===== src/rtl/led_fader.sv =====
// led_fader: fade/ramp sequencer in front of the led PWM peripheral.
//
// Each of three channels has a target brightness (TGT), a current duty (CUR)
// and shares a STEP size and a tick divider (DIV). On every prescaler tick,
// every channel whose CUR differs from TGT moves toward it by STEP without
// overshooting (STEP = 0 jumps straight to TGT). Every changed duty is
// forwarded to the led block as a single-cycle write to address 0, 4 or 8,
// one write per cycle, chosen round-robin among the pending channels.
//
// Ports:
//   clk, rst         system clock, asynchronous active-high reset
//   rd_en, addr      CPU read strobe and register byte address
//   rd_data/rd_valid registered read response, one cycle after rd_en
//   wr_en, wr_data   CPU write strobe and data (uses addr)
//   led_wr_en        single-cycle write strobe to led
//   led_addr         led register address (0, 4 or 8)
//   led_wr_data      duty value written to led
//
// Register map: 0/4/8 TGT0..2, 12 STEP, 16 DIV_LO, 20 DIV_HI (low DIV_W-8
// bits stored), 24 STATUS (bit i = CUR[i] != TGT[i]), 28/29/30 CUR0..2.
module led_fader #(
  parameter int unsigned DIV_W = 16
) (
  input  logic       clk,
  input  logic       rst,
  input  logic       rd_en,
  input  logic [4:0] addr,
  output logic [7:0] rd_data,
  output logic       rd_valid,
  input  logic       wr_en,
  input  logic [7:0] wr_data,
  output logic       led_wr_en,
  output logic [4:0] led_addr,
  output logic [7:0] led_wr_data
);

  localparam int unsigned HI_W = DIV_W - 8;

  // Round-robin pointer: the channel searched first by the writer.
  typedef enum logic [1:0] {
    RR_CH0 = 2'd0,
    RR_CH1 = 2'd1,
    RR_CH2 = 2'd2
  } rr_e;

  // CPU-visible configuration
  logic [7:0]       tgt_q [3];
  logic [7:0]       tgt_d [3];
  logic [7:0]       step_q, step_d;
  logic [7:0]       div_lo_q, div_lo_d;
  logic [HI_W-1:0]  div_hi_q, div_hi_d;

  // Ramp state
  logic [7:0]       cur_q [3];
  logic [7:0]       cur_d [3];
  logic [DIV_W-1:0] cnt_q, cnt_d;
  logic [2:0]       pend_q, pend_d;
  rr_e              rr_q, rr_d;

  // Registered outputs
  logic [7:0]       rd_data_q, rd_data_d;
  logic             rd_valid_q, rd_valid_d;
  logic             led_wr_en_q, led_wr_en_d;
  logic [4:0]       led_addr_q, led_addr_d;
  logic [7:0]       led_wr_data_q, led_wr_data_d;

  // Helpers
  logic [DIV_W-1:0] div;
  logic             div_wr;
  logic             tick;
  logic [2:0]       ramp_set;
  logic [2:0]       status;
  logic [8:0]       sum [3];
  logic [8:0]       dif [3];
  logic             found;
  logic [1:0]       sel;
  logic [7:0]       sel_cur;

  assign div    = {div_hi_q, div_lo_q};
  assign div_wr = wr_en && (addr == 5'd16 || addr == 5'd20);
  // A divider write in the cycle the count matches swallows that tick.
  assign tick   = (cnt_q == div) && !div_wr;

  // Prescaler: 0..DIV, restarted by any divider write.
  always_comb begin
    cnt_d = cnt_q + 1'b1;
    if (div_wr || cnt_q == div) begin
      cnt_d = '0;
    end
  end

  // Ramp engine. Arithmetic is 9 bits wide so that a rising sum above 255
  // and a falling difference below 0 are both detectable and clamp to TGT.
  always_comb begin
    for (int unsigned i = 0; i < 3; i++) begin
      sum[i]      = {1'b0, cur_q[i]} + {1'b0, step_q};
      dif[i]      = {1'b0, cur_q[i]} - {1'b0, step_q};
      cur_d[i]    = cur_q[i];
      if (tick && cur_q[i] != tgt_q[i]) begin
        if (step_q == '0) begin
          cur_d[i] = tgt_q[i];
        end else if (cur_q[i] < tgt_q[i]) begin
          cur_d[i] = (sum[i] >= {1'b0, tgt_q[i]}) ? tgt_q[i] : sum[i][7:0];
        end else begin
          cur_d[i] = (dif[i][8] || dif[i][7:0] <= tgt_q[i]) ? tgt_q[i] : dif[i][7:0];
        end
      end
      ramp_set[i] = (cur_d[i] != cur_q[i]);
      status[i]   = (cur_q[i] != tgt_q[i]);
    end
  end

  // Writer selection: first pending channel at or after the pointer.
  always_comb begin
    found = |pend_q;
    sel   = 2'd0;
    unique case (rr_q)
      RR_CH1:  sel = pend_q[1] ? 2'd1 : (pend_q[2] ? 2'd2 : 2'd0);
      RR_CH2:  sel = pend_q[2] ? 2'd2 : (pend_q[0] ? 2'd0 : 2'd1);
      default: sel = pend_q[0] ? 2'd0 : (pend_q[1] ? 2'd1 : 2'd2);
    endcase

    unique case (sel)
      2'd1:    sel_cur = cur_q[1];
      2'd2:    sel_cur = cur_q[2];
      default: sel_cur = cur_q[0];
    endcase
  end

  // Writer next state. The issue clears the selected pending bit first and
  // the ramp sets bits afterwards, so a channel updated by a tick in the
  // very cycle it is being written stays pending and is written again with
  // its newer duty.
  always_comb begin
    pend_d        = pend_q;
    rr_d          = rr_q;
    led_wr_en_d   = 1'b0;
    led_addr_d    = '0;
    led_wr_data_d = '0;
    if (found) begin
      pend_d[sel]   = 1'b0;
      led_wr_en_d   = 1'b1;
      led_addr_d    = {1'b0, sel, 2'b00};
      led_wr_data_d = sel_cur;
      unique case (sel)
        2'd0:    rr_d = RR_CH1;
        2'd1:    rr_d = RR_CH2;
        default: rr_d = RR_CH0;
      endcase
    end
    pend_d = pend_d | ramp_set;
  end

  // CPU register writes. New values land after the edge, so a tick on the
  // same edge still sees the previous TGT/STEP.
  always_comb begin
    for (int unsigned i = 0; i < 3; i++) begin
      tgt_d[i] = tgt_q[i];
    end
    step_d   = step_q;
    div_lo_d = div_lo_q;
    div_hi_d = div_hi_q;
    if (wr_en) begin
      unique case (addr)
        5'd0:    tgt_d[0] = wr_data;
        5'd4:    tgt_d[1] = wr_data;
        5'd8:    tgt_d[2] = wr_data;
        5'd12:   step_d   = wr_data;
        5'd16:   div_lo_d = wr_data;
        5'd20:   div_hi_d = wr_data[HI_W-1:0];
        default: ;
      endcase
    end
  end

  // CPU reads: registered, from pre-edge state.
  always_comb begin
    rd_valid_d = rd_en;
    rd_data_d  = '0;
    if (rd_en) begin
      unique case (addr)
        5'd0:    rd_data_d = tgt_q[0];
        5'd4:    rd_data_d = tgt_q[1];
        5'd8:    rd_data_d = tgt_q[2];
        5'd12:   rd_data_d = step_q;
        5'd16:   rd_data_d = div_lo_q;
        5'd20:   rd_data_d = 8'(div_hi_q);
        5'd24:   rd_data_d = {5'b0, status};
        5'd28:   rd_data_d = cur_q[0];
        5'd29:   rd_data_d = cur_q[1];
        5'd30:   rd_data_d = cur_q[2];
        default: rd_data_d = '0;
      endcase
    end
  end

  // All pending bits come up set, so leaving reset rewrites 0 to every led
  // channel on three consecutive cycles.
  always_ff @(posedge clk or posedge rst) begin
    if (rst) begin
      tgt_q         <= '{default: '0};
      step_q        <= '0;
      div_lo_q      <= '0;
      div_hi_q      <= '0;
      cur_q         <= '{default: '0};
      cnt_q         <= '0;
      pend_q        <= 3'b111;
      rr_q          <= RR_CH0;
      rd_data_q     <= '0;
      rd_valid_q    <= 1'b0;
      led_wr_en_q   <= 1'b0;
      led_addr_q    <= '0;
      led_wr_data_q <= '0;
    end else begin
      tgt_q         <= tgt_d;
      step_q        <= step_d;
      div_lo_q      <= div_lo_d;
      div_hi_q      <= div_hi_d;
      cur_q         <= cur_d;
      cnt_q         <= cnt_d;
      pend_q        <= pend_d;
      rr_q          <= rr_d;
      rd_data_q     <= rd_data_d;
      rd_valid_q    <= rd_valid_d;
      led_wr_en_q   <= led_wr_en_d;
      led_addr_q    <= led_addr_d;
      led_wr_data_q <= led_wr_data_d;
    end
  end

  assign rd_data     = rd_data_q;
  assign rd_valid    = rd_valid_q;
  assign led_wr_en   = led_wr_en_q;
  assign led_addr    = led_addr_q;
  assign led_wr_data = led_wr_data_q;

endmodule


===== config.mk =====
export PLATFORM = sky130hd
export DESIGN_NAME = led_fader
export DESIGN_NICKNAME = d
export VERILOG_FILES = /design/src/rtl/led_fader.sv
export SDC_FILE = /design/constraint.sdc
export NUM_CORES = 1
export LEC_CHECK = 0
export BUFFER_PORTS_ARGS = -buffer_cell sky130_fd_sc_hd__buf_2
export CORE_MARGIN = 4
export CORE_UTILIZATION = 65
export CTS_BUF_LIST = sky130_fd_sc_hd__clkbuf_4
export CTS_CLUSTER_DIAMETER = 100
export DETAILED_ROUTE_END_ITERATION = 7
export PLACE_DENSITY = 0.83
export SLEW_MARGIN = 20
export SYNTH_ARGS = -nofsm -noshare
export SYNTH_HDL_FRONTEND = slang
export SYNTH_SLANG_ARGS = --single-unit

===== constraint.sdc =====
create_clock -name clk -period 6.18 [get_ports clk]
set_clock_uncertainty 0.05 [all_clocks]
set_input_delay 0.618 -clock clk [delete_from_list [all_inputs] [get_ports clk]]
set_output_delay 0.618 -clock clk [all_outputs]
set_load 0.02 [all_outputs]

## Word-level counts from Yosys, hierarchy flattened

Index checks and enable logic that the tools add are counted.

| storage, ports and cells | value |
|---|---|
| bits in registers | 116 |
| word-level logic and storage cells | 113 |
| input bits | 17 |
| output and inout bits | 23 |

| operators by class | value |
|---|---|
| reductions and logical operators | 22 |
| bitwise gates (word level) | 3 |
| $lt $le $gt $ge | 11 |
| $add $sub $neg | 7 |
| multiplexer cells | 33 |
| equal/unequal tests | 20 |

Operators with widths:

| kind | count |
|---|---|
| $mux 8 | 17 |
| $pmux 8 s10 | 1 |
| $ne 8x8->1 | 6 |
| $eq 5x5->1 const B | 6 |
| $add 8x8->9 | 3 |
| $ge 9x8->1 | 3 |
| $sub 8x8->9 | 3 |
| $le 8x8->1 | 3 |
| $lt 8x8->1 | 3 |
| $add 16x1->16 const B | 1 |
| $eq 16x16->1 | 1 |
| $mux 16 | 1 |
| $pmux 8 s2 | 1 |
| $reduce_and 2->1 | 6 |
| $eq 5x4->1 const B | 2 |
| $mux 2 | 5 |
| $logic_not 8->1 | 1 |
| $pmux 2 s2 | 2 |
| $logic_and 1x1->1 | 6 |
| $eq 5x3->1 const B | 1 |
| $logic_not 5->1 | 1 |
| $logic_or 1x1->1 | 5 |
| $eq 2x1->1 const B | 2 |
| $eq 2x2->1 const B | 2 |
| 12 further kinds | 14 |

## Logic depth before layout (Yosys ltp)

Gate-level depths: netlist (run 1).

| logic depth | value |
|---|---|
| depth in word-level cells | 11 |
| gate-level depth with buffers | 21 |
| depth with buffers taken out | 21 |

## Least setup slack after synthesis (run 1)

No wires, ideal clock.

| timing path | value |
|---|---|
| kind | reg2reg |
| from | register step_q[1] |
| to | register pend_q[2] |
| setup slack | 1.684 ns |
| arrival | 4.356 ns |
| setup time | 0.090 ns |
| period minus slack after synthesis | 4.496 ns |
| stages on the path, launching flop included | 18 |
| data required time | 6.040 ns |
| cell sequence | dfrtp_1 -> inv_1 -> ha_1 -> nand2b_1 -> a221oi_1 -> mux2_2 -> nor4_1 -> ha_1 -> nand3_1 -> nor2_1 -> a211oi_2 -> and2_1 -> mux2_2 -> a221oi_4 -> xor2_1 -> nand2_1 -> nor4_2 -> a31oi_1 |

| on the way | value |
|---|---|
| cells in the longest elaborated chain, start to end | 9 |
| elaborated cells on any way between the ends | 13 |

RTL lines:

| what | RTL line | source |
|---|---|---|
| start, declared | 49 | `logic [7:0] step_q, step_d;` |
| start signal, assigned | 216 | `step_q <= step_d;` |
| $sub 8x8->9 | 97 | `dif[i] = {1'b0, cur_q[i]} - {1'b0, step_q};` |
| $le 8x8->1 | 105 | `cur_d[i] = (dif[i][8] \|\| dif[i][7:0] <= tgt_q[i]) ? tgt_q[i] : dif[i][7:0];` |
| $logic_or 1x1->1 | 105 |  |
| $mux 8 | 105 |  |
| $mux 8 | 102 | `end else if (cur_q[i] < tgt_q[i]) begin` |
| $mux 8 (*) | 100 | `if (step_q == '0) begin` |
| $mux 8 (*) | 99 | `if (tick && cur_q[i] != tgt_q[i]) begin` |
| $ne 8x8->1 (*) | 108 | `ramp_set[i] = (cur_d[i] != cur_q[i]);` |
| $or 3x3->3 (*) | 151 | `pend_d = pend_d \| ramp_set;` |
| net pend_d[2] | 57 | `logic [2:0] pend_q, pend_d;` |
| end signal, assigned | 221 | `pend_q <= pend_d;` |
| end, declared | 57 |  |

Mark *: on every way through the listed nets, which the timed path passes. The rest lies on a longest branch.
A chain may end at the register's enable or synchronous reset.

## Worst setup path after layout (run 1)

Ends and elaborated chain as after synthesis.

==> results of run 1 <==
metal layers:
metal / part of all wire / up-vias / global-route usage
li1: - / 4066 / -
met1: 0.41 / 4230 / 0.441
met2: 0.43 / 514 / 0.494
met3: 0.11 / 113 / 0.0908
met4: 0.048 / 0 / 0.156
met5: 0 / - / 0
power by group:
group          switching (mW)  total, mW  internal [mW]
Clock                   0.314      0.604          0.290
Combinational            2.59       4.39           1.80
Sequential              0.419       1.34          0.925
per-stage QoR:
step / instance area, um2 / hold WS (ns) / setup slack, ns
3_5_place_dp: 10300 / 0.454 / 1.03
4_1_cts: 10600 / 0.106 / 0.997
5_1_grt: 10600 / 0.120 / 0.681
6_report: 10600 / 0.0943 / 0.931
2_1_floorplan: 10000 / 0.429 / 1.68
3_3_place_gp: 10300 / 0.439 / 1.18
flip-flops by register name, indices dropped and copies added, names as in the netlist:
name / count
cur_q: 24
tgt_q: 24
cnt_q: 16
div_hi_q: 8
div_lo_q: 8
led_wr_data: 8
rd_data: 8
step_q: 8
pend_q: 3
led_addr: 2
rr_q: 2
led_wr_en: 1
rd_valid: 1
path summary, 6_finish.rpt:
kind	start	endpoint	slack (ns)	depth (start not counted)
setup / recovery	step_q[1]	pend_q[2]	0.93	17
hold / removal	rst	cnt_q[7]	0.09	2
setup reg to reg	step_q[1]	pend_q[2]	0.93	17
hold reg to reg	tgt_q[18]	tgt_q[18]	0.48	1
max in group asynchronous	rst	rr_q[1]	4.78	3
min in group clk	rd_en	rd_valid	0.14	1
worst max-delay path, stage by stage (launching register included):
cell	delay (ns)
dfrtp_1	0.64
inv_1	0.28
ha_1	0.37
nand2b_1	0.16
a221oi_1	0.37
mux2_2	0.38
nor4_1	0.48
ha_1	0.32
nand3_1	0.10
nor2_1	0.06
a211oi_2	0.32
and2_1	0.27
mux2_2	0.38
a221oi_4	0.32
xor2_1	0.18
nand2_1	0.09
nor4_2	0.26
a31oi_1	0.13
layout make-up:
class | instances | area (um2)
flip-flops and latches | 113 | 2830
diodes | 1 | 2.50
clock inverters | 13 | 163
inverters | 80 | 303
multi-input cells | 854 | 6660
repair buffers | 44 | 240
fillers | 1172 | 4560
clock buffers | 19 | 143
well taps | 188 | 235
cells by family after synthesis:
logic type | Yosys count
flops | 113
other cells | 1
buf+inv | 120
mux | 67
xor+xnor | 70
simple gates | 300
compound gates | 282
fa+ha+maj | 132
cell usage in the layout, fill, tap and decap left out, types with 5 or more instances in the layout:
| cell | count |
|---|---|
| a221oi_1 | 16 |
| a22o_1 | 7 |
| a211oi_1 | 17 |
| xor2_1 | 40 |
| nand3_1 | 34 |
| nor3_1 | 19 |
| mux2_2 | 60 |
| buf_4 | 8 |
| and3_1 | 8 |
| a21oi_1 | 72 |
| dfrtp_1 | 110 |
| nand2_1 | 39 |
| o221ai_1 | 5 |
| nor4_1 | 17 |
| clkbuf_4 | 19 |
| nand2b_1 | 14 |
| nor2b_1 | 16 |
| ha_1 | 126 |
| nand4_1 | 19 |
| buf_2 | 36 |
| fa_1 | 6 |
| a31oi_1 | 11 |
| nor2_1 | 103 |
| o211ai_1 | 12 |
| inv_1 | 79 |
| o21ai_0 | 27 |
| o21a_1 | 10 |
| or3_1 | 8 |
| o22ai_1 | 12 |
| a22oi_1 | 24 |
| xnor2_1 | 29 |
| mux2i_1 | 7 |
==> impl_metrics.json, run 1 <==
{
  "status": "finished, final reports clean",
  "slew_headroom": 0.300,
  "synth.area.mux_share": 0.0744,
  "drv_cap": 0,
  "synth_common_cells": "ha_1 (126), dfrtp_1 (110), nor2_1 (103), inv_1 (80), a21oi_1 (72)",
  "drt-total-wl_mm": 28.9,
  "io_buffers": 36,
  "irDropWorstVdd_mv": 0.380,
  "grt.overflow.total": 0,
  "crit_path_end_kind": "flip-flop",
  "dpl.hpwl_mm": 22.0,
  "final.period_utilization": 0.849,
  "track_usage": 0.329,
  "rows": 45,
  "cts_tree": "yes",
  "final_core_util": 0.699,
  "cts_resized": 0,
  "grt_pass1_vias": 8472,
  "drt-initial-drc-count": 1142,
  "fp.dieArea_mm2": 0.0175,
  "p_leak_nw": 4.76,
  "tns_ns": 0,
  "synth-adder-area-share": 0.169,
  "cts-htree-levels": 4,
  "dr_total_vias": 8923,
  "viasPerCell": 6.80,
  "yosysSeqAreaShare": 0.283,
  "clock_path_buffers": 2,
  "power.total_mw": 6.34,
  "ant_nets": 0,
  "start_util": 0.661,
  "synth_area_mm2": 0.0100,
  "grt_setup_unrepaired": "no",
  "cts_buffers": 17,
  "synth_most_common_cell": "ha_1",
  "critPathKind": "flip-flop to flip-flop",
  "drt_pass1_iterations": 5,
  "yosys.area_share.xor_xnor": 0.0619,
  "synth_cells": 1085,
  "ys_warn_count": 0,
  "antenna_found_initial": 1,
  "synth-compound-area-share": 0.209,
  "cts_sinks": 113,
  "drive_gt1_frac": 0.154,
  "grt_max_degree": 60,
  "netlist.top_cell.by_area": "dfrtp_1",
  "io_pins": 40,
  "synth-edff-count": 0,
  "synth_top_family_by_area": "compound AO/OA/AOI/OAI gates",
  "syn_to_final_growth_pct": 5.62,
  "finalCriticalPeriod_ns": 5.25,
  "instances_no_fill": 1312,
  "hold_violations": 0,
  "avgSynthCellArea_um2": 9.23,
  "ctsHoldBuffers": 0,
  "fin_nets": 1259,
  "cts_root_buf": "clkbuf_4",
  "slew_viol_final": 0,
  "placed_cells": 1279,
  "synth.distinct_cells": 91,
  "setup_viol": 0,
  "yosysTopAreaCellShare": 0.275,
  "grt_pass1_wl_mm": 45.3,
  "cts_setup_buffers": 0,
  "arrival_ns": 5.68,
  "critPathRequiredTime_ns": 6.61,
  "fmax_mhz": 190,
  "crit_path_start_kind": "flip-flop",
  "die_x_um": 132,
  "core-area_mm2": 0.0151,
  "worstPathMaxFanout": 10,
  "clock_latency_ns": 0.56,
  "wire_per_inst_um": 22.1,
  "gp_routability_congestion": 0.997,
  "ys_top_cells_by_area": "dfrtp_1 (27%), ha_1 (16%), mux2_2 (6.7%)",
  "synth-simple-area-share": 0.149,
  "die_h_um": 132,
  "synthFlopType": "dfrtp_1",
  "powerDensity_mw_per_mm2": 599,
  "drc": 0,
  "clk_pin_slew_ns": 0.12,
  "min_path_type": "input pin to async pin",
  "synth_seq_cells": 113,
  "max_slew.worst_pin.slew_ns": 1.04,
  "synthArstFlopShare": 1.00
}
(Power assumes the default switching activity.)
==> run 2: changes to the inputs <==
--- a/config.mk
+++ b/config.mk
@@ -5,6 +5,7 @@
 export SDC_FILE = /design/constraint.sdc
 export NUM_CORES = 1
 export LEC_CHECK = 0
+export ABC_AREA = 1
 export BUFFER_PORTS_ARGS = -buffer_cell sky130_fd_sc_hd__buf_2
 export CORE_MARGIN = 4
 export CORE_UTILIZATION = 65
==> constraint.sdc (replaced) <==
create_clock -name clk -period 5.4 [get_ports clk]
set_clock_uncertainty 0.05 [all_clocks]
set_input_delay 0.54 -clock clk [delete_from_list [all_inputs] [get_ports clk]]
set_output_delay 0.54 -clock clk [all_outputs]
set_load 0.02 [all_outputs]
==> run 2 against run 1 <==
Against the previous run: clock-buffer cell count down 2; global-route usage up 4.6 points; combinational power down 41%; power down 30%; utilization up 0.77 points; area after synthesis up 8.0%; critical path depth up 3; non-clock buffer count down 6; largest power group unchanged; register-to-register slack better by 0.27 ns.
==> impl_metrics.json, run 2 <==
{
  "max_stage_delay_ns": 0.66,
  "synth_most_common_cell": "nand2_1",
  "status": "finished, final reports clean",
  "dpl_cell_area_mm2": 0.0111,
  "top_regs": "cur_q: 24 flops, tgt_q: 24 flops, cnt_q: 16 flops",
  "cts_sinks": 113,
  "drc": 0,
  "synth_common_cells": "nand2_1 (349), inv_1 (207), nand3_1 (174), ha_1 (126), dfrtp_1 (110)",
  "die_x_um": 137,
  "netlist.top_cell.by_area": "dfrtp_1",
  "wire_per_inst_um": 19.5,
  "cts_root_buf": "clkbuf_4",
  "worstPathMaxFanout": 9,
  "core-area_mm2": 0.0161,
  "drive_gt1_frac": 0.0789,
  "dpl.hpwl_mm": 26.8,
  "crit_path_end_kind": "flip-flop",
  "dr_total_vias": 11041,
  "ant_nets": 0,
  "clock_path_buffers": 2,
  "max_slew.worst_pin.slew_ns": 0.908,
  "synth_seq_cells": 113,
  "yosysSeqAreaShare": 0.262,
  "synth.distinct_cells": 56,
  "grt_setup_unrepaired": "no",
  "finalCriticalPeriod_ns": 4.20,
  "cts_setup_buffers": 0,
  "cts_resized": 0,
  "cts-htree-levels": 4,
  "final_cell_area_mm2": 0.0114,
  "final.period_utilization": 0.777,
  "path_common_cell": "nand3_1",
  "syn_to_final_growth_pct": 5.16,
  "critPathRequiredTime_ns": 5.82,
  "yosysTopAreaCellShare": 0.254,
  "io_pins": 40,
  "slowest_stage": "dfrtp_1",
  "multi_input_area_mm2": 0.00698,
  "worstPathCellList": "inv_1 -> ha_1 -> nor2_1 -> nand2_1 -> nand3_1 -> xor2_1 -> inv_1 -> ha_1 -> nand2_1 -> inv_1 -> a41oi_1 -> nand3_2 -> nand2_1 -> nand3_1 -> nand3_1 -> nand2_1 -> nand3_1 -> nand3_1 -> nor2_1 -> nand3_1",
  "min_path_type": "input pin to async pin",
  "setup_viol": 0,
  "cts_buffers": 17,
  "synth-edff-count": 0,
  "drt_pass1_iterations": 7,
  "ys_warn_count": 0,
  "antenna_found_initial": 1,
  "arrival_ns": 4.62,
  "gp_routability_congestion": 1.00,
  "synth_cells": 1520,
  "slew_viol_final": 0,
  "slew_headroom": 0.394,
  "register_area_mm2": 0.00283,
  "clock_latency_ns": 0.57,
  "drt-total-wl_mm": 34.5,
  "p_leak_nw": 5.76,
  "finalHoldWorstSlack_ns": 0.00919,
  "critPathKind": "flip-flop to flip-flop",
  "grt_pass1_wl_mm": 54.1,
  "clk_pin_slew_ns": 0.13,
  "cp_top_family": "simple AND/OR/NAND/NOR gates",
  "avgSynthCellArea_um2": 7.12,
  "synthArstFlopShare": 1.00,
  "crit_buf_inv": 3,
  "fmax_mhz": 238,
  "grt_pass1_vias": 10128,
  "final_common_cell": "nand2_1",
  "synthFlopType": "dfrtp_1",
  "track_usage": 0.375,
  "powerDensity_mw_per_mm2": 388,
  "cts_tree": "yes",
  "irDropWorstVdd_mv": 0.241,
  "viasPerCell": 6.22,
  "drv_cap": 0,
  "fp.dieArea_mm2": 0.0188,
  "num-fill-cells": 1391,
  "die_h_um": 137,
  "io_buffers": 36,
  "grt.overflow.total": 0,
  "final_cell_mix": "nand2_1 (349), inv_1 (206), nand3_1 (174)",
  "fin_nets": 1694,
  "crit_path_start_kind": "flip-flop",
  "synth_area_mm2": 0.0108,
  "hold_violations": 0,
  "grt_max_degree": 58,
  "ctsHoldBuffers": 0,
  "start_util": 0.672,
  "drt-initial-drc-count": 1412,
  "ys_top_cells_by_area": "dfrtp_1 (25%), ha_1 (15%), nand2_1 (12%)",
  "tns_ns": 0,
  "rows": 46
}
==> run 2: changes by cell type in the layout (fill, tap and decap cells not counted), sizes merged, moves of 15 or more <==
cell	previous run	this run
mux2	60	0
nand3	34	181
nor4	19	2
o21ai	32	76
nand4	19	60
nand2b	15	0
inv	82	219
a21oi	73	103
xnor2	30	14
nor2b	16	0
xor2	40	19
nand2	40	353
==> run 2: logic make-up after synthesis <==
kind of cell	share of synthesized area
adder cells (fa/ha/maj)	0.157
AO/OA/AOI/OAI	0.150
flip-flops	0.262
AND/OR/NAND/NOR	0.311
XOR/XNOR	0.0267
other	0.000346
buffers and inverters	0.0943
==> run 2: path summary, 6_finish.rpt <==
check / slack (ns) / endpoint / startpoint / cells past startpoint
worst max register to register: 1.20 / pend_q[2] / step_q[1] / 20
worst max-delay path: 1.20 / pend_q[2] / step_q[1] / 20
min in group clk: 0.08 / rd_valid / rd_en / 1
worst min register to register: 0.49 / cnt_q[0] / cnt_q[0] / 1
max in group asynchronous: 4.05 / led_wr_data[4] / rst / 3
worst min-delay path: 0.009 / cur_q[12] / rst / 2
==> run 2: power breakdown <==
part           switching, mW  leakage [nW]  internal [mW]
sequential             0.198          1.40          0.971
clock                  0.376         0.144          0.277
combinational           1.71          4.21          0.884
total                   2.28          5.76           2.13
==> run 2: final cells by class <==
class	instances	share of cell area
Multi-Input combinational cell	1158	0.613
Sequential cell	113	0.249
Inverter	217	0.0720
Tap cell	216	0.0237
Timing Repair Buffer	38	0.0171
Clock inverter	15	0.0137
Clock buffer	17	0.0112
Antenna cell	1	0.000220
==> run 2: worst register-to-register path: stages, from the launching register on <==
cell,delay [ns]
dfrtp_1,0.66
inv_1,0.35
ha_1,0.42
nor2_1,0.16
nand2_1,0.07
nand3_1,0.11
xor2_1,0.18
inv_1,0.09
ha_1,0.27
nand2_1,0.09
inv_1,0.06
a41oi_1,0.56
nand3_2,0.28
nand2_1,0.12
nand3_1,0.07
nand3_1,0.17
nand2_1,0.08
nand3_1,0.07
nand3_1,0.07
nor2_1,0.10
nand3_1,0.09
==> run 2: metrics by stage <==
step | std cells | setup slack, ns | power (mW) | util
after floorplan | 1522 | 1.83 | 3.06 | -
after global placement | 1742 | 1.36 | 3.64 | 0.689
after detailed placement | 1742 | 1.34 | 3.70 | 0.689
after CTS | 1774 | 1.30 | 4.34 | 0.706
after global routing | 1775 | 0.713 | 4.77 | 0.706
final | 1775 | 1.20 | 4.41 | 0.706
==> run 2: metal layers <==
layer	up-vias	GRT usage	part of all wire
met3	133	0.0632	0.10
met5	-	0	0
met4	0	0.170	0.055
li1	5209	-	-
met1	5032	0.511	0.40
met2	667	0.585	0.44
